## src/rtl/pwm_ramp_ctrl.sv

```systemverilog
// Duty-cycle ramp controller: moves the PWM duty toward a commanded target in
// STEP increments every DIV PWM periods, or in a single jump for immediate commands.
module pwm_ramp_ctrl #(
  parameter int unsigned STEP = 1,
  parameter int unsigned DIV  = 4
) (
  input  logic       CLK_IN,
  input  logic       RST_N,
  input  logic       PERIOD_START,
  input  logic       CMD_VALID,
  input  logic [7:0] CMD_DUTY,
  input  logic       CMD_IMMEDIATE,
  output logic       CMD_READY,
  input  logic       ABORT,
  output logic [7:0] PWM_DCycle,
  output logic       BUSY,
  output logic       DONE
);

  typedef enum logic {
    IDLE = 1'b0,
    RAMP = 1'b1
  } state_t;

  localparam logic [7:0]        DIV_LAST = 8'(DIV - 1);
  localparam logic signed [9:0] STEP_S   = 10'(STEP);

  state_t     state_q, state_d;
  logic [7:0] duty_q, duty_d;
  logic [7:0] tgt_q, tgt_d;
  logic [7:0] cnt_q, cnt_d;
  logic       imm_q, imm_d;
  logic       done_q, done_d;

  // One STEP toward the target, clamped at the target; the signed width keeps
  // both 255+STEP and 0-STEP representable so neither direction can wrap.
  function automatic logic [7:0] step_toward(input logic [7:0] cur, input logic [7:0] tgt);
    logic signed [9:0] cur_s, tgt_s, nxt_s;
    cur_s = $signed({2'b00, cur});
    tgt_s = $signed({2'b00, tgt});
    if (tgt_s > cur_s) begin
      nxt_s = cur_s + STEP_S;
      if (nxt_s > tgt_s) nxt_s = tgt_s;
    end else begin
      nxt_s = cur_s - STEP_S;
      if (nxt_s < tgt_s) nxt_s = tgt_s;
    end
    return 8'(nxt_s);
  endfunction

  always_ff @(posedge CLK_IN or negedge RST_N) begin
    if (!RST_N) begin
      state_q <= IDLE;
      duty_q  <= 8'd0;
      tgt_q   <= 8'd0;
      cnt_q   <= 8'd0;
      imm_q   <= 1'b0;
      done_q  <= 1'b0;
    end else begin
      state_q <= state_d;
      duty_q  <= duty_d;
      tgt_q   <= tgt_d;
      cnt_q   <= cnt_d;
      imm_q   <= imm_d;
      done_q  <= done_d;
    end
  end

  always_comb begin
    state_d = state_q;
    duty_d  = duty_q;
    tgt_d   = tgt_q;
    cnt_d   = cnt_q;
    imm_d   = imm_q;
    done_d  = 1'b0;
    case (state_q)
      IDLE: begin
        if (CMD_VALID) begin
          tgt_d = CMD_DUTY;
          imm_d = CMD_IMMEDIATE;
          if (CMD_DUTY == duty_q) begin
            done_d = 1'b1;
          end else begin
            state_d = RAMP;
            cnt_d   = 8'd0;
          end
        end
      end
      RAMP: begin
        // ABORT wins over a coincident period boundary: no update that cycle.
        if (ABORT) begin
          state_d = IDLE;
        end else if (PERIOD_START) begin
          if (imm_q) begin
            duty_d  = tgt_q;
            cnt_d   = 8'd0;
            state_d = IDLE;
            done_d  = 1'b1;
          end else if (cnt_q == DIV_LAST) begin
            cnt_d  = 8'd0;
            duty_d = step_toward(duty_q, tgt_q);
            if (duty_d == tgt_q) begin
              state_d = IDLE;
              done_d  = 1'b1;
            end
          end else begin
            cnt_d = cnt_q + 8'd1;
          end
        end
      end
      default: state_d = IDLE;
    endcase
  end

  assign CMD_READY  = (state_q == IDLE);
  assign BUSY       = (state_q == RAMP);
  assign DONE       = done_q;
  assign PWM_DCycle = duty_q;

endmodule

```

## config.mk

```make
export PLATFORM = sky130hd
export DESIGN_NAME = pwm_ramp_ctrl
export DESIGN_NICKNAME = d
export VERILOG_FILES = /design/src/rtl/pwm_ramp_ctrl.sv
export SDC_FILE = /design/constraint.sdc
export NUM_CORES = 1
export LEC_CHECK = 0
export ABC_CLOCK_PERIOD_IN_PS = 10340
export CORE_ASPECT_RATIO = 0.75
export CORE_MARGIN = 2
export CORE_UTILIZATION = 50
export DETAILED_ROUTE_END_ITERATION = 8
export PLACE_DENSITY = 0.72
export SYNTH_ARGS = -nofsm -noshare
export SYNTH_HDL_FRONTEND = slang
export SYNTH_SLANG_ARGS = --single-unit
export TNS_END_PERCENT = 20
```

## constraint.sdc

```tcl
create_clock -name CLK_IN -period 10.34 [get_ports CLK_IN]
set_input_delay 1.551 -clock CLK_IN [delete_from_list [all_inputs] [get_ports CLK_IN]]
set_output_delay 1.551 -clock CLK_IN [all_outputs]
set_load 0.01 [all_outputs]
```

* Word level (Yosys, flattened, before mapping) *
Cells that the tools add are included.
Widths: inputs -> output; s select.

word-level totals
  input bits = 14
  logic and storage cells = 58
  register bits after elaboration = 27

operators by class
  mux-type cells = 33
  $add $sub $neg = 3
  order comparisons = 3
  reduce and logical (&&, ||, !) cells = 4
  bitwise logic cells = 2
  equality and inequality tests = 7

operator list
  kind                 number
  $mux 8               16
  $eq 8x8->1           2
  $pmux 8 s2           1
  $mux 1               14
  $add 8x1->9 const B  1
  $gt 9x8->1           1
  $lt 9x9->1           1
  $sub 8x1->9 const B  1
  $add 8x1->8 const B  1
  $eq 8x2->1 const B   1
  $gt 8x8->1           1
  $ne 2x2->1 const B   4
  $reduce_and 4->1     2
  $pmux 1 s2           2
  $not 1->1            2
  $reduce_and 2->1     1
  $reduce_bool 2->1    1

* Depth between registers and ports, before layout *
Gate-level depths: netlist of the first run.

  depth after elaboration = 16
  depth in mapped cells = 16
  depth with buffers taken out = 15

* Least setup slack after synthesis of the first run *
Ideal clock, no wire load.

  path type = reg2reg
  start = reg duty_q[0] (netlist: PWM_DCycle[0])
  end = reg state_q (netlist: BUSY)
  required time = 10.216 ns
  arrival = 3.365 ns
  setup time = 0.124 ns
  path slack = 6.851 ns
  period minus slack after synthesis = 3.489 ns
  cell stages (with the launch flop) = 15
  cell sequence = dfrtp_1 > buf_2 > inv_1 > ha_1 > and3_1 > xnor2_1 > inv_1 > ha_1 > a211oi_1 > a31oi_1 > o211a_1 > nand2_1 > o22ai_1 > a2111o_1 > o31a_1

on the way
  longest elaborated chain between the ends = 16
  elaborated cells between the ends (all ways) = 23

ends and longest elaborated chain
  element                                            RTL line  source
  from (decl)                                        29        logic [7:0] duty_q, duty_d;
  from (signal assigned)                             61        duty_q <= duty_d;
  $sub 8x1->9 / $add 8x1->9 (equally long branches)  45, 42
  $lt 9x9->1 / $gt 9x8->1 (equally long branches)    46, 43
  $mux 8, on equally long branches                   46, 43
  $mux 8                                             41        if (tgt_s > cur_s) begin
  $mux 8                                             99        end else if (cnt_q == DIV_LAST) begin
  $mux 8                                             94        if (imm_q) begin
  $mux 8                                             93        end else if (PERIOD_START) begin
  $mux 8                                             91        if (ABORT) begin
  $mux 8                                             76        case (state_q)
  $eq 8x8->1                                         102       if (duty_d == tgt_q) begin
  $mux 1                                             102
  $mux 1                                             99
  $mux 1                                             94
  $mux 1                                             93
  $mux 1                                             91
  $pmux 1 s2 *                                       76
  via state_d                                        28        state_t state_q, state_d;
  to (signal assigned)                               60        state_q <= state_d;
  to (decl)                                          28

The timed path passes the listed nets; every way through them passes the cells marked *. The select of a mux whose other input is x is not followed.
A chain may end at the register's enable or synchronous reset.

* Worst setup path after layout of the first run *
Ends and elaborated chain as after synthesis.

==> results of run 1 <==
[power breakdown]
group | internal, uW | leakage, uW | switching [uW]
Clock | 27.0 | 0.0000255 | 33.7
Combinational | 299 | 0.000823 | 384
Sequential | 137 | 0.000347 | 89.9
Total | 463 | 0.00119 | 507
[layout by cell type (no fill, tap or decap), types with 3 or more instances in the layout]
cell type,Yosys,routed
a31oi_1,4,4
nand2_1,36,36
dfrtp_1,27,27
nand3_1,8,8
o22a_1,4,4
nand4_1,5,5
xnor2_1,17,17
and3_1,5,5
o21ai_0,24,24
ha_1,26,26
nor2b_1,3,3
xor2_1,14,14
clkdlybuf4s50_1,0,24
nor2_1,12,12
a21oi_1,13,13
clkbuf_8,0,3
o31ai_1,5,5
inv_1,23,23
a2bb2oi_1,3,3
nor3_1,4,4
o22ai_1,8,8
[layer usage]
metal / track usage / up-vias / routed length, um
met5: 0 / - / 0
met4: 0.03770 / 0 / 55
met3: 0.07261 / 6 / 709
met2: 0.3553 / 116 / 2642
met1: 0.3848 / 1017 / 3034
li1: - / 1088 / -
[stage by stage]
stage	std cells	hold WS (ps)	setup slack, ps	utilization	power (uW)
after global placement	365	496.1	6175	0.5629	891.2
after detailed placement	365	505.9	6165	0.5629	891.5
after global routing	369	552.2	6051	0.5725	1062
after floorplan	293	465.4	6851	-	708.6
final	369	521.9	6297	0.5725	970.5
after CTS	369	518.1	6367	0.5725	956.5
[area by class of cell]
type / instances / share of cell area
clock inverter: 1 / 0.001815
sequential: 27 / 0.2450
timing repair buffer: 25 / 0.08984
inverter: 23 / 0.03131
tap: 60 / 0.02722
multi-input combinational: 230 / 0.5898
clock buffer: 3 / 0.01497
[flip-flops by register name, summed over array words and instances, names as in the netlist]
name	flops
BUSY	1
DONE	1
PWM_DCycle	8
cnt_q	8
imm_q	1
tgt_q	8
[kinds of logic after synthesis]
logic type	count (synthesis)
flip-flops	27
AO/OA/AOI/OAI	84
XOR/XNOR	32
buffers and inverters	36
adder cells (fa/ha/maj)	26
AND/OR/NAND/NOR	87
multiplexers	1
[how the worst min path moves through the flow]
stage | start | end | slack [ps] | depth (start not counted)
finish | cnt_q[0] | cnt_q[0] | 520 | 1
detailed placement | cnt_q[0] | cnt_q[0] | 510 | 1
floorplan | cnt_q[6] | cnt_q[6] | 470 | 1
global placement | cnt_q[0] | cnt_q[0] | 500 | 1
CTS | cnt_q[0] | cnt_q[0] | 520 | 1
global route | cnt_q[0] | cnt_q[0] | 550 | 1
==> results.cfg, run 1 <==
[run_status]
status = finished, final reports clean

[hold_path]
hold_path_class = flop to flop

[synth]
synthTopCellsByCount = nand2_1 (36), dfrtp_1 (27), ha_1 (26)
synth_edf_count = 0
synthSimpleGateAreaFrac = 0.1780
synth_seq_cells = 27
yosysWarnings = 0
synth_mux_area_frac = 0.004080
synth_nets = 333
ys_types = 53
synth-seq-area-share = 0.2754
synth_xor_area_frac = 0.1173
synthAdderAreaFrac = 0.1326
synth-compound-area-share = 0.2310
synth_area_per_cell_sq_um = 8.374
synthTopCellsByArea = dfrtp_1 (28%), ha_1 (13%), xnor2_1 (6.1%)
synth_cells = 293
synth_top_flop_cell = dfrtp_1
yosys.area.top_type = dfrtp_1
yosysMostFrequentCell = nand2_1
async_flop_share = 1.000
synth_top_family_by_area = compound AO/OA/AOI/OAI gates
synth_top_cell_area_share = 0.2754
syn_area_sq_um = 2454

[global_route]
grt_usage = 0.2512
grt_pass1_wl_um = 10830
antenna_found_initial = 0
grt_pass1_vias = 2040
grt_overflow = 0
grt_max_degree = 28

[floorplanning]
die_w_um = 84.89
num_rows = 22
io-pin-count = 25
die-area_sq_um = 5489
die-height_um = 64.67
start_util = 0.5094
core_region_area_sq_um = 4817

[pwr]
p_leak_uw = 0.001195
cellPowerDensity_nw_per_um2 = 351.9
irDropWorstVdd_v = 0.0001696

[cts]
clockBufferDepth = 2
cts_buffers = 3
clkTransAtPathRegs_ps = 90
tritoncts = yes
clk_latency_ps = 270
cts_setup_buffers = 0
cts_resized = 0
cts.sinks = 27
hold_buffers = 0
htree_levels = 1
root_buffer = clkbuf_8

[route]
routed_via_density = 6.035
ant_nets = 0
vias = 2227
routed_wl_um = 6441
remaining_drc_errors = 0
drtPass1Iterations = 5
drtIter0Drc = 284
wl_per_cell_um = 17.46

[setup_path]
worst-path-stages = 13
critPathMaxFanout = 16
worstReg2RegEnd = BUSY
reg2reg_depth = 13
end_kind = flop
r2r_slack_ps = 6300
worst-path-buf-inv = 2
critPathArrivalTime_ps = 4210
critical_path_class = flop to flop
critical_path.slowest_cell = dfrtp_1
critical_path.cell_chain = inv_1, ha_1, and3_1, xnor2_1, inv_1, ha_1, a211oi_1, a31oi_1, o211a_1, nand2_1, o22ai_1, a2111o_1, o31a_1
path_delay_family = compound AO/OA/AOI/OAI gates
rr_startpoint = PWM_DCycle[0]
required_ps = 10510
slowest_delay_ps = 750
setup.worst_path.end = BUSY
crit_path_start_kind = flop
cp-startpoint = PWM_DCycle[0]

[layout]
multi_input_area_sq_um = 1627
fin_area_sq_um = 2758
n_antenna_cell = 0
fin_nets = 350
fillers = 447
area_growth_pct = 12.39
drive_gt1_frac = 0.03236
seq_area_sq_um = 675.6

[placement]
place_area_sq_um = 2711
gp_congestion = 0.9380
io_buffers = 24
dpl.hpwl_um = 5103

[timing]
finalSetupViolCount = 0
rsz0062_at_grt = no
max_freq_mhz = 247.3
fin_skew_ps = 2.413
hold_viol = 0
worst_pin_slew_ps = 1223
fin_crit_ps = 4043
fin_tns_setup_ps = 0
max-slew-margin-rel = 0.1832
min_period_over_period = 0.3910
slew_violations = 0

[job]
maxCapViolCount = 0
No activity file was read; power rests on OpenSTA's default activity.
==> run 2: changes to the inputs <==
--- a/config.mk
+++ b/config.mk
@@ -5,7 +5,7 @@
 export SDC_FILE = /design/constraint.sdc
 export NUM_CORES = 1
 export LEC_CHECK = 0
-export ABC_CLOCK_PERIOD_IN_PS = 10340
+export ABC_CLOCK_PERIOD_IN_PS = 3750
 export CORE_ASPECT_RATIO = 0.75
 export CORE_MARGIN = 2
 export CORE_UTILIZATION = 50
==> constraint.sdc (replaced) <==
create_clock -name CLK_IN -period 3.75 [get_ports CLK_IN]
set_input_delay 0.5625 -clock CLK_IN [delete_from_list [all_inputs] [get_ports CLK_IN]]
set_output_delay 0.5625 -clock CLK_IN [all_outputs]
set_load 0.01 [all_outputs]
==> run 2 against run 1 <==
Compared with the run above:
- design area up 4.2%
- largest cell class unchanged
- worst setup slack lost 6000 ps
- power rose to 2.9 times the previous value
- non-clock buffer count up 14
- global-route usage increased by 0.16 points
- sequential cell count did not move
- combinational power grew to 3.0 times the previous value
- register-to-register slack lost 6000 ps
- via count up 2.2%
- critical endpoint unchanged
- sequential power increased to 2.5 times the previous value
- clock skew is 1.9 ps higher
==> results.cfg, run 2 (synthesis results as in run 1) <==
[global_route]
grt_usage = 0.2528
grt_max_degree = 28
grt_pass1_vias = 2110
grt_overflow = 0
antenna_found_initial = 0
grt_pass1_wl_um = 10940

[pwr]
irDropWorstVdd_v = 0.0004193
p_leak_uw = 0.001254
cellPowerDensity_nw_per_um2 = 983.4

[timing]
hold-worst-slack_ps = 513.5
max-slew-margin-rel = 0.6325
worst_pin_slew_ps = 546.2
fin_crit_ps = 3450
min_period_over_period = 0.9200
max_freq_mhz = 289.9
finalSetupViolCount = 0
hold_viol = 0
fin_skew_ps = 4.312
slew_violations = 0
setup_slack_ps = 300.0
fin_tns_setup_ps = 0
rsz0062_at_grt = no

[floorplanning]
die-height_um = 64.67
num_rows = 22
core_region_area_sq_um = 4817
start_util = 0.5094
die_w_um = 84.89
die-area_sq_um = 5489
io-pin-count = 25

[run_status]
status = finished, final reports clean

[route]
drtIter0Drc = 150
drtPass1Iterations = 5
remaining_drc_errors = 0
routed_via_density = 5.943
ant_nets = 0
wl_per_cell_um = 17.33
routed_wl_um = 6636
vias = 2276

[setup_path]
critPathMaxFanout = 9
slowest_delay_ps = 470
critical_path.cell_chain = ha_2, nand2_1, xnor2_1, inv_1, ha_1, and4_1, a21boi_1, o41ai_1, o31a_1, and2_1, a221o_1, a2111o_1, o31a_1
cpMostUsedCell = o31a_1
critical_path.slowest_cell = dfrtp_2
critPathArrivalTime_ps = 3620
crit_path_start_kind = flop
reg2reg_depth = 13
required_ps = 3920
critical_path_class = flop to flop
end_kind = flop

[cts]
hold_buffers = 0
htree_levels = 1
tritoncts = yes
clockBufferDepth = 2
clk_latency_ps = 270
cts_buffers = 3
clkTransAtPathRegs_ps = 90
root_buffer = clkbuf_8
cts.sinks = 27

[placement]
dpl.hpwl_um = 5348
dp_slack_ps = 142.8
io_buffers = 24
gp_congestion = 0.9625

[layout]
final_util = 0.5966
fin_nets = 364
area_growth_pct = 17.13
final_common_cell = nand2_1
n_antenna_cell = 0
drive_gt1_frac = 0.09288
final_cell_mix = nand2_1 (36), ha_1 (25), o21ai_0 (24), clkdlybuf4s50_1 (24), inv_1 (23)

[job]
maxCapViolCount = 0

[hold_path]
hold_depth = 1
hold_path_class = flop to flop
==> run 2: worst max-delay path, delay by kind of cell, from the launching register on <==
family	cells	cell delay, ps
flip-flops	1	470
AO/OA/AOI/OAI	6	1480
adder cells (fa/ha/maj)	2	560
AND/OR/NAND/NOR	3	550
XOR/XNOR	1	190
buffers and inverters	1	100
==> run 2: area by class of cell <==
class / count / area (sq um)
fillers: 421 / 1943
multi-input cells: 230 / 1633
flip-flops and latches: 27 / 681.9
repair buffers: 39 / 352.8
inverters: 23 / 86.33
well taps: 60 / 75.07
clock buffers: 4 / 45.04
==> run 2: report_power, final <==
part | total [uW] | switching (uW) | internal, uW | leakage (uW)
Clock | 168 | 91.3 | 76.2 | 0.0000228
Combinational | 2080 | 1140 | 945 | 0.000891
Sequential | 576 | 192 | 384 | 0.000340
Total | 2830 | 1420 | 1410 | 0.00125
==> run 2: metal layers <==
layer	vias to the layer above	global-route usage	share of wire
li1	1118	-	-
met1	1060	0.3876	0.50
met2	94	0.3799	0.41
met3	4	0.04968	0.080
met4	0	0.02579	0.0012
met5	-	0	0
==> run 2: metrics by stage <==
step                power [uW]  instances  area [sq um]
detailed placement        2582        376          2794
global placement          2574        376          2794
floorplan                 1954        293          2454
CTS                       2759        380          2839
finish                    2826        383          2874
global route              3099        383          2874
==> run 2: timing repair <==
item	4_1_cts	5_1_grt
buffers inserted	0	3
endpoints found under the setup margin	0	9
resized for setup	0	8
==> run 2: path summary, 6_finish.rpt <==
kind | slack, ps | end | start
max in group asynchronous | 2810 | PWM_DCycle[1] | RST_N
max reg2reg | 300 | BUSY | PWM_DCycle[0]
min | 510 | cnt_q[0] | cnt_q[0]
min in group asynchronous | 660 | tgt_q[6] | RST_N
max | 300 | BUSY | PWM_DCycle[0]
min reg2reg | 510 | cnt_q[0] | cnt_q[0]
